`config.mk`:
```
export PLATFORM = sky130hd
export DESIGN_NAME = tdm_demux4
export DESIGN_NICKNAME = d
export VERILOG_FILES = /design/src/rtl/tdm_demux4.sv
export SDC_FILE = /design/constraint.sdc
export NUM_CORES = 1
export LEC_CHECK = 0
export ABC_AREA = 1
export CORE_MARGIN = 2
export CORE_UTILIZATION = 50
export CTS_BUF_LIST = sky130_fd_sc_hd__clkbuf_4
export DETAILED_ROUTE_END_ITERATION = 12
export PLACE_DENSITY = 0.77
export SYNTH_ARGS = -nofsm -noshare
export SYNTH_HDL_FRONTEND = slang
export SYNTH_SLANG_ARGS = --single-unit
```
`constraint.sdc`:
```
create_clock -name clk -period 2.4 [get_ports clk]
set_input_delay 0.36 -clock clk [delete_from_list [all_inputs] [get_ports clk]]
set_output_delay 0.36 -clock clk [all_outputs]
set_load 0.005 [all_outputs]
```
`src/rtl/tdm_demux4.sv`:
```
// Four-slot TDM demultiplexer: locks to frame_sync, collects one sample per slot
// and presents all four channels together with a one-cycle frame strobe.
//
// state  | meaning
// HUNT   | waiting for a framed slot-0 sample; unframed samples are dropped
// LOCKED | collecting slots 00..11; a frame_sync off slot 00 restarts the frame
module tdm_demux4 #(
  parameter int WIDTH = 8
) (
  input  logic             clk,
  input  logic             rst_n,
  input  logic [WIDTH-1:0] din,
  input  logic             din_valid,
  input  logic             frame_sync,
  output logic [WIDTH-1:0] a,
  output logic [WIDTH-1:0] b,
  output logic [WIDTH-1:0] c,
  output logic [WIDTH-1:0] d,
  output logic             s1,
  output logic             s0,
  output logic             frame_valid,
  output logic             locked,
  output logic             sync_err
);

  typedef enum logic {HUNT = 1'b0, LOCKED = 1'b1} state_t;

  state_t           state_q, state_d;
  logic [1:0]       slot_q, slot_d;
  logic [WIDTH-1:0] sh0_q, sh0_d, sh1_q, sh1_d, sh2_q, sh2_d;
  logic [WIDTH-1:0] a_q, a_d, b_q, b_d, c_q, c_d, d_q, d_d;
  logic             fv_q, fv_d, se_q, se_d;
  logic             resync;

  // A frame_sync anywhere but slot 00 while locked discards the partial frame.
  assign resync = (state_q == LOCKED) && din_valid && frame_sync && (slot_q != 2'b00);

  always_ff @(posedge clk) begin
    if (!rst_n) begin
      state_q <= HUNT;
      slot_q  <= 2'b00;
      sh0_q   <= '0;
      sh1_q   <= '0;
      sh2_q   <= '0;
      a_q     <= '0;
      b_q     <= '0;
      c_q     <= '0;
      d_q     <= '0;
      fv_q    <= 1'b0;
      se_q    <= 1'b0;
    end else begin
      state_q <= state_d;
      slot_q  <= slot_d;
      sh0_q   <= sh0_d;
      sh1_q   <= sh1_d;
      sh2_q   <= sh2_d;
      a_q     <= a_d;
      b_q     <= b_d;
      c_q     <= c_d;
      d_q     <= d_d;
      fv_q    <= fv_d;
      se_q    <= se_d;
    end
  end

  always_comb begin
    state_d = state_q;
    if (state_q == HUNT && din_valid && frame_sync) state_d = LOCKED;
  end

  always_comb begin
    slot_d = slot_q;
    sh0_d  = sh0_q;
    sh1_d  = sh1_q;
    sh2_d  = sh2_q;
    a_d    = a_q;
    b_d    = b_q;
    c_d    = c_q;
    d_d    = d_q;
    fv_d   = 1'b0;
    se_d   = 1'b0;
    if (din_valid) begin
      if (state_q == HUNT) begin
        if (frame_sync) begin
          sh0_d  = din;
          slot_d = 2'b01;
        end
      end else if (resync) begin
        se_d   = 1'b1;
        sh0_d  = din;
        slot_d = 2'b01;
      end else begin
        case (slot_q)
          2'b00: begin sh0_d = din; slot_d = 2'b01; end
          2'b01: begin sh1_d = din; slot_d = 2'b10; end
          2'b10: begin sh2_d = din; slot_d = 2'b11; end
          default: begin
            a_d    = sh0_q;
            b_d    = sh1_q;
            c_d    = sh2_q;
            d_d    = din;
            fv_d   = 1'b1;
            slot_d = 2'b00;
          end
        endcase
      end
    end
  end

  assign a           = a_q;
  assign b           = b_q;
  assign c           = c_q;
  assign d           = d_q;
  assign s1          = slot_q[1];
  assign s0          = slot_q[0];
  assign frame_valid = fv_q;
  assign locked      = (state_q == LOCKED);
  assign sync_err    = se_q;

endmodule

```
Word-level counts from Yosys, hierarchy flattened:

Index checks and enable logic that the tools add are counted.

* bits in registers: 61
* input port bits: 12
* logic and storage cells: 45

* equality and inequality tests: 3
* mux-type cells: 10
* bitwise gates (word level): 5
* reduce and logical (&&, ||, !) cells: 16

Operators by type and width (count)
* 2-to-1 mux 8 bit: 4
* AND reduction 4 bit: 3
* 2-to-1 mux 2 bit: 3
* case mux 2 bit (3 select lines): 1
* AND reduction 3 bit: 2
* logical AND 1 bit: 5
* NOT 1 bit: 5
* nonzero test 2 bit: 2
* OR reduction 4 bit: 1
* inequality test 3 x 1 -> 1 bit, second input constant: 1
* OR reduction 3 bit: 1
* == test 2 x 1 -> 1 bit, second input constant: 1
* == test 2 bit, second input constant: 1
* zero test 2 bit: 1
* 2-to-1 mux 1 bit: 2
* AND reduction 2 bit: 1

Depth between registers and ports, before layout:

* depth after elaboration: 5
* gate-level depth with buffers: 8
* depth with buffers taken out: 7

Least setup slack after synthesis:

OpenSTA, ideal clock, no wires.

* path kind: register -> register
* start point: register slot_q[1]
* end point: register a_q[0], in the netlist a[0]
* setup time: 113 ps
* arrival: 1245 ps
* data required time: 2287 ps
* path slack: 1043 ps
* cell stages (with the launch flop): 8
* buffers on the path: 1
* period minus slack after synthesis: 1357 ps
* cell sequence: dfxtp_1 inv_1 ha_1 nor2_1 nor2_2 buf_4 nor2_1 nor2_1

* word-level cells in the longest chain between the ends: 4
* elaborated cells on any way between the ends: 9

Ends and longest elaborated chain
* from (decl): RTL line 29 `logic [1:0] slot_q, slot_d;`
* from (signal assigned): RTL line 53 `slot_q <= slot_d;`
* == test 2 bit (tied with other cells): RTL line 93 `case (slot_q)`
* OR reduction 3 bit (no line) / logical AND 1 bit (equally long branches)
* NOT 1 bit (no line)
* AND reduction 4 bit (no line) *
* to (signal assigned): RTL line 45 `a_q <= '0;`
* to (signal assigned): RTL line 57 `a_q <= a_d;`
* to (decl): RTL line 31 `logic [WIDTH-1:0] a_q, a_d, b_q, b_d, c_q, c_d, d_q, d_d;`

Mark *: on every way between the ends. The rest lies on a longest branch, timed or not.
A chain may end at the register's enable or synchronous reset.

Worst setup path after layout:

* start point: register state_q, in the netlist locked
* end point: output locked

RTL lines
* from (decl): RTL line 28 `state_t state_q, state_d;`
* from (signal assigned): RTL line 52 `state_q <= state_d;`
* to (decl): RTL line 22 `output logic locked,`

No word-level cell between the ends.

==> metrics.md <==
| Metric | Value |
|---|---|
| Global route total overflow | `0` |
| FMAX | `between 500 and 600 MHz` |
| Status | `complete, no violations` |
| Clock Sinks | `61` |
| Io pins | `between 40 and 50` |
| Top cell type's share of synthesized area | `47.7%` |
| Max-Cap Viols | `0` |
| Async SR Flop Fraction | `0%` |
| Routed vias/inst | `approximately 4.7` |
| Worst-skew pair later-pin latency | `0.39 ns` |
| Synth Area in Adders | `approximately 2.0%` |
| Kind of cell adding the most delay to the critical path | `buffers and inverters` |
| Synth Warn # | `0` |
| Initial Util | `51.1%` |
| Share of cells above drive strength 1 | `5.63%` |
| Slowest cell on the critical path | `clkdlybuf4s50_1` |
| Avg WL per Cell | `roughly 11 µm` |
| Clock-pin slew on the worst setup and hold paths | `0.09 ns` |
| Average cell area after synthesis | `6.87 µm²` |
| Worst Setup Path Type | `reg2out` |
| Post-synthesis sequential area ratio | `a little under half` |
| Area Overhead vs Synth | `24.8%` |
| Worst slew margin | `62.1%` |
| Worst vdd ir | `between 0.3 and 0.4 mV` |
| Synth Area in Compound Gates | `0.928%` |
| GP Congestion | `between 0.8 and 0.9` |
| # rows | `26` |
| Top post-synthesis cells by count | `nor2_1, nand2_1, dfxtp_1, nand3_1, inv_1` |
| Simple-Gate Fraction of Synth Area | `~40%` |
| Drt pass-1 iters | `4` |
| First-pass GRT wire length | `9.23 mm` |
| Tmin final | `about 1.7 ns` |
| Pwr dens | `between 500 and 600 mW/mm²` |
| CTS tree | `done` |
| Post-synth EDFFs | `0` |
| CP peak stage delay | `0.54 ns` |
| Synth Flop Type | `dfxtp_1` |
| Layout Skew | `around 0.011 ns` |
| Post-Syn Instances | `373` |
| Final critical-path share of the clock period | `71.6%` |
| Arrival time worst endpoint | `around 1.4 ns` |
| TNS Setup | `0 ns` |
| Largest net degree at the start of global routing | `58` |
| Unrepaired setup endpoints after global routing | `false` |
| Number of remaining DRC errors | `0` |
| Initial antenna violation count | `0` |
| Top cells by area, synth | `dfxtp_1, nor2_1, nand3_1, nand2_1, inv_1` |
| Number of routed nets with antenna violations | `0` |
| Main combinational cell family by area after synthesis | `simple AND/OR/NAND/NOR gates` |
| WL final | `5.29 mm` |
| Fill count | `between 400 and 500` |
| Root Buffer | `clkbuf_4` |
| Vias in the first global route | `between 2000 and 2500` |
| Synth area leader | `dfxtp_1` |
| Full die area | `0.00571 mm²` |
| # setup viols final | `0` |
| Startpoint types | `flop` |
| PnR Total Power | `1.75 mW` |
| Setup bufs post-CTS | `0` |
| CTS HTree Levels | `3` |
| Slew Viols, Final | `0` |
| Total global-route track usage | `between 20% and 30%` |
| Post-Syn Nets | `389` |
| CP Data Required Time | `2.04 ns` |
| Critical Path, Cell by Cell | `clkdlybuf4s50_1` |
| I/O Buffers | `48` |
| Post-CTS Hold Buffers | `0` |
| Worst Setup End Kind | `primary output` |
| Core area | `0.00501 mm²` |
| Final Hold Fails | `0` |
| Static leakage | `roughly 1.3 nW` |
| Total vias in the final route | `2325` |
| Mapped Area | `0.00256 mm²` |
| Width of the die | `75.6 µm` |
| Initial DRC Count | `107` |
| Hold Crit Class | `reg2reg` |
| Synthesized flop and latch total | `61` |
| WP buf/inv | `1` |
| Final core utilization | `between 60% and 70%` |
| Post-synthesis xor/xnor area fraction | `0%` |
| Crit path max fanout | `6` |
| HPWL after DPL | `3.60 mm` |
| Yosys cell types | `17` |
| Worst slew pin tran | `roughly 0.57 ns` |
| Multiplexer area fraction after synthesis | `0%` |
| Nets | `around 440` |
| Ant diodes | `0` |
| Number of buffers on the longest clock path | `2` |
| CTS Buf Count | `9` |
| Die Ht | `about 76 µm` |
| Quantity of gates resized following cts | `0` |
| Most numerous cell in the Yosys netlist | `nor2_1` |
-- metal layers --
layer | part of all wire (%) | global-route usage [%]
met5 | 0 | 0
met4 | 2.0 | 12.1
met3 | 5.0 | 5.16
met2 | 45 | 34.2
met1 | 48 | 26.3
-- state kept, by name, indices dropped and copies added (netlist names) --
name	flops
a	8
b	8
c	8
d	8
frame_valid	1
locked	1
sh0_q	8
sh1_q	8
sh2_q	8
slot_q	2
sync_err	1
-- worst reg2reg max path, cell delays in order (launching register included) --
cell,delay [ns]
dfxtp_1,0.37
inv_1,0.10
ha_1,0.17
inv_1,0.09
nand2_1,0.07
buf_4,0.41
nand3_1,0.15
nand2_1,0.08
nor2_1,0.04
-- power by group --
| group | switching (mW) | internal (mW) |
|---|---|---|
| sequential | 0.0123 | 1.03 |
| combinational | 0.100 | 0.0607 |
| clock | 0.354 | 0.195 |
| total | 0.466 | 1.29 |
-- cell usage in the layout, fill, tap and decap left out --
cell             count
nor2_1             115
nor3_1               2
clkdlybuf4s50_1     48
a21oi_1              3
clkinvlp_4           1
buf_12               1
nand3b_1             1
clkinv_1             4
nand3_1             61
nand2_1             62
inv_1               41
nor2_4               1
nor2_2               3
ha_1                 4
clkinv_2             2
nand2_2              1
o21ai_2              1
clkbuf_4             9
buf_4                5
dfxtp_1             61
-- metrics by stage --
| step | setup WS [ns] | area, µm² | hold WS (ns) | instances |
|---|---|---|---|---|
| after floorplan | 1.04 | 2560 | 0.455 | 373 |
| after global placement | 0.572 | 3100 | 0.462 | 480 |
| after detailed placement | 0.537 | 3100 | 0.469 | 480 |
| after CTS | 0.664 | 3200 | 0.491 | 496 |
| after global routing | 0.599 | 3200 | 0.513 | 496 |
| final | 0.681 | 3200 | 0.487 | 496 |
-- cell families (layout without fill, tap and decap cells) --
logic type,count (synthesis),in the layout
AOI/OAI and AO/OA,4,4
adders and majority gates,4,4
buffers and inverters,58,111
DFF,61,61
and+or+nand+nor,246,246
-- cell type report --
cell class                      instances  area (µm²)  area share, %
Sequential cell                        61        1220           38.2
Multi-Input combinational cell        254        1100           34.3
Timing Repair Buffer                   54         538           16.8
Inverter                               41         154           4.81
Tap cell                               70        87.6           2.74
Clock buffer                            9        67.6           2.11
Clock inverter                          7        32.5           1.02
-- worst paths after layout --
kind	start	to	slack [ns]	depth (start not counted)
worst max register to register	slot_q[1]	a[3]	0.82	8
worst min register to register	b[5]	b[5]	0.49	2
worst max-delay path	locked	locked	0.68	1
worst min-delay path	b[5]	b[5]	0.49	2
No activity file was read; power rests on OpenSTA's default activity.
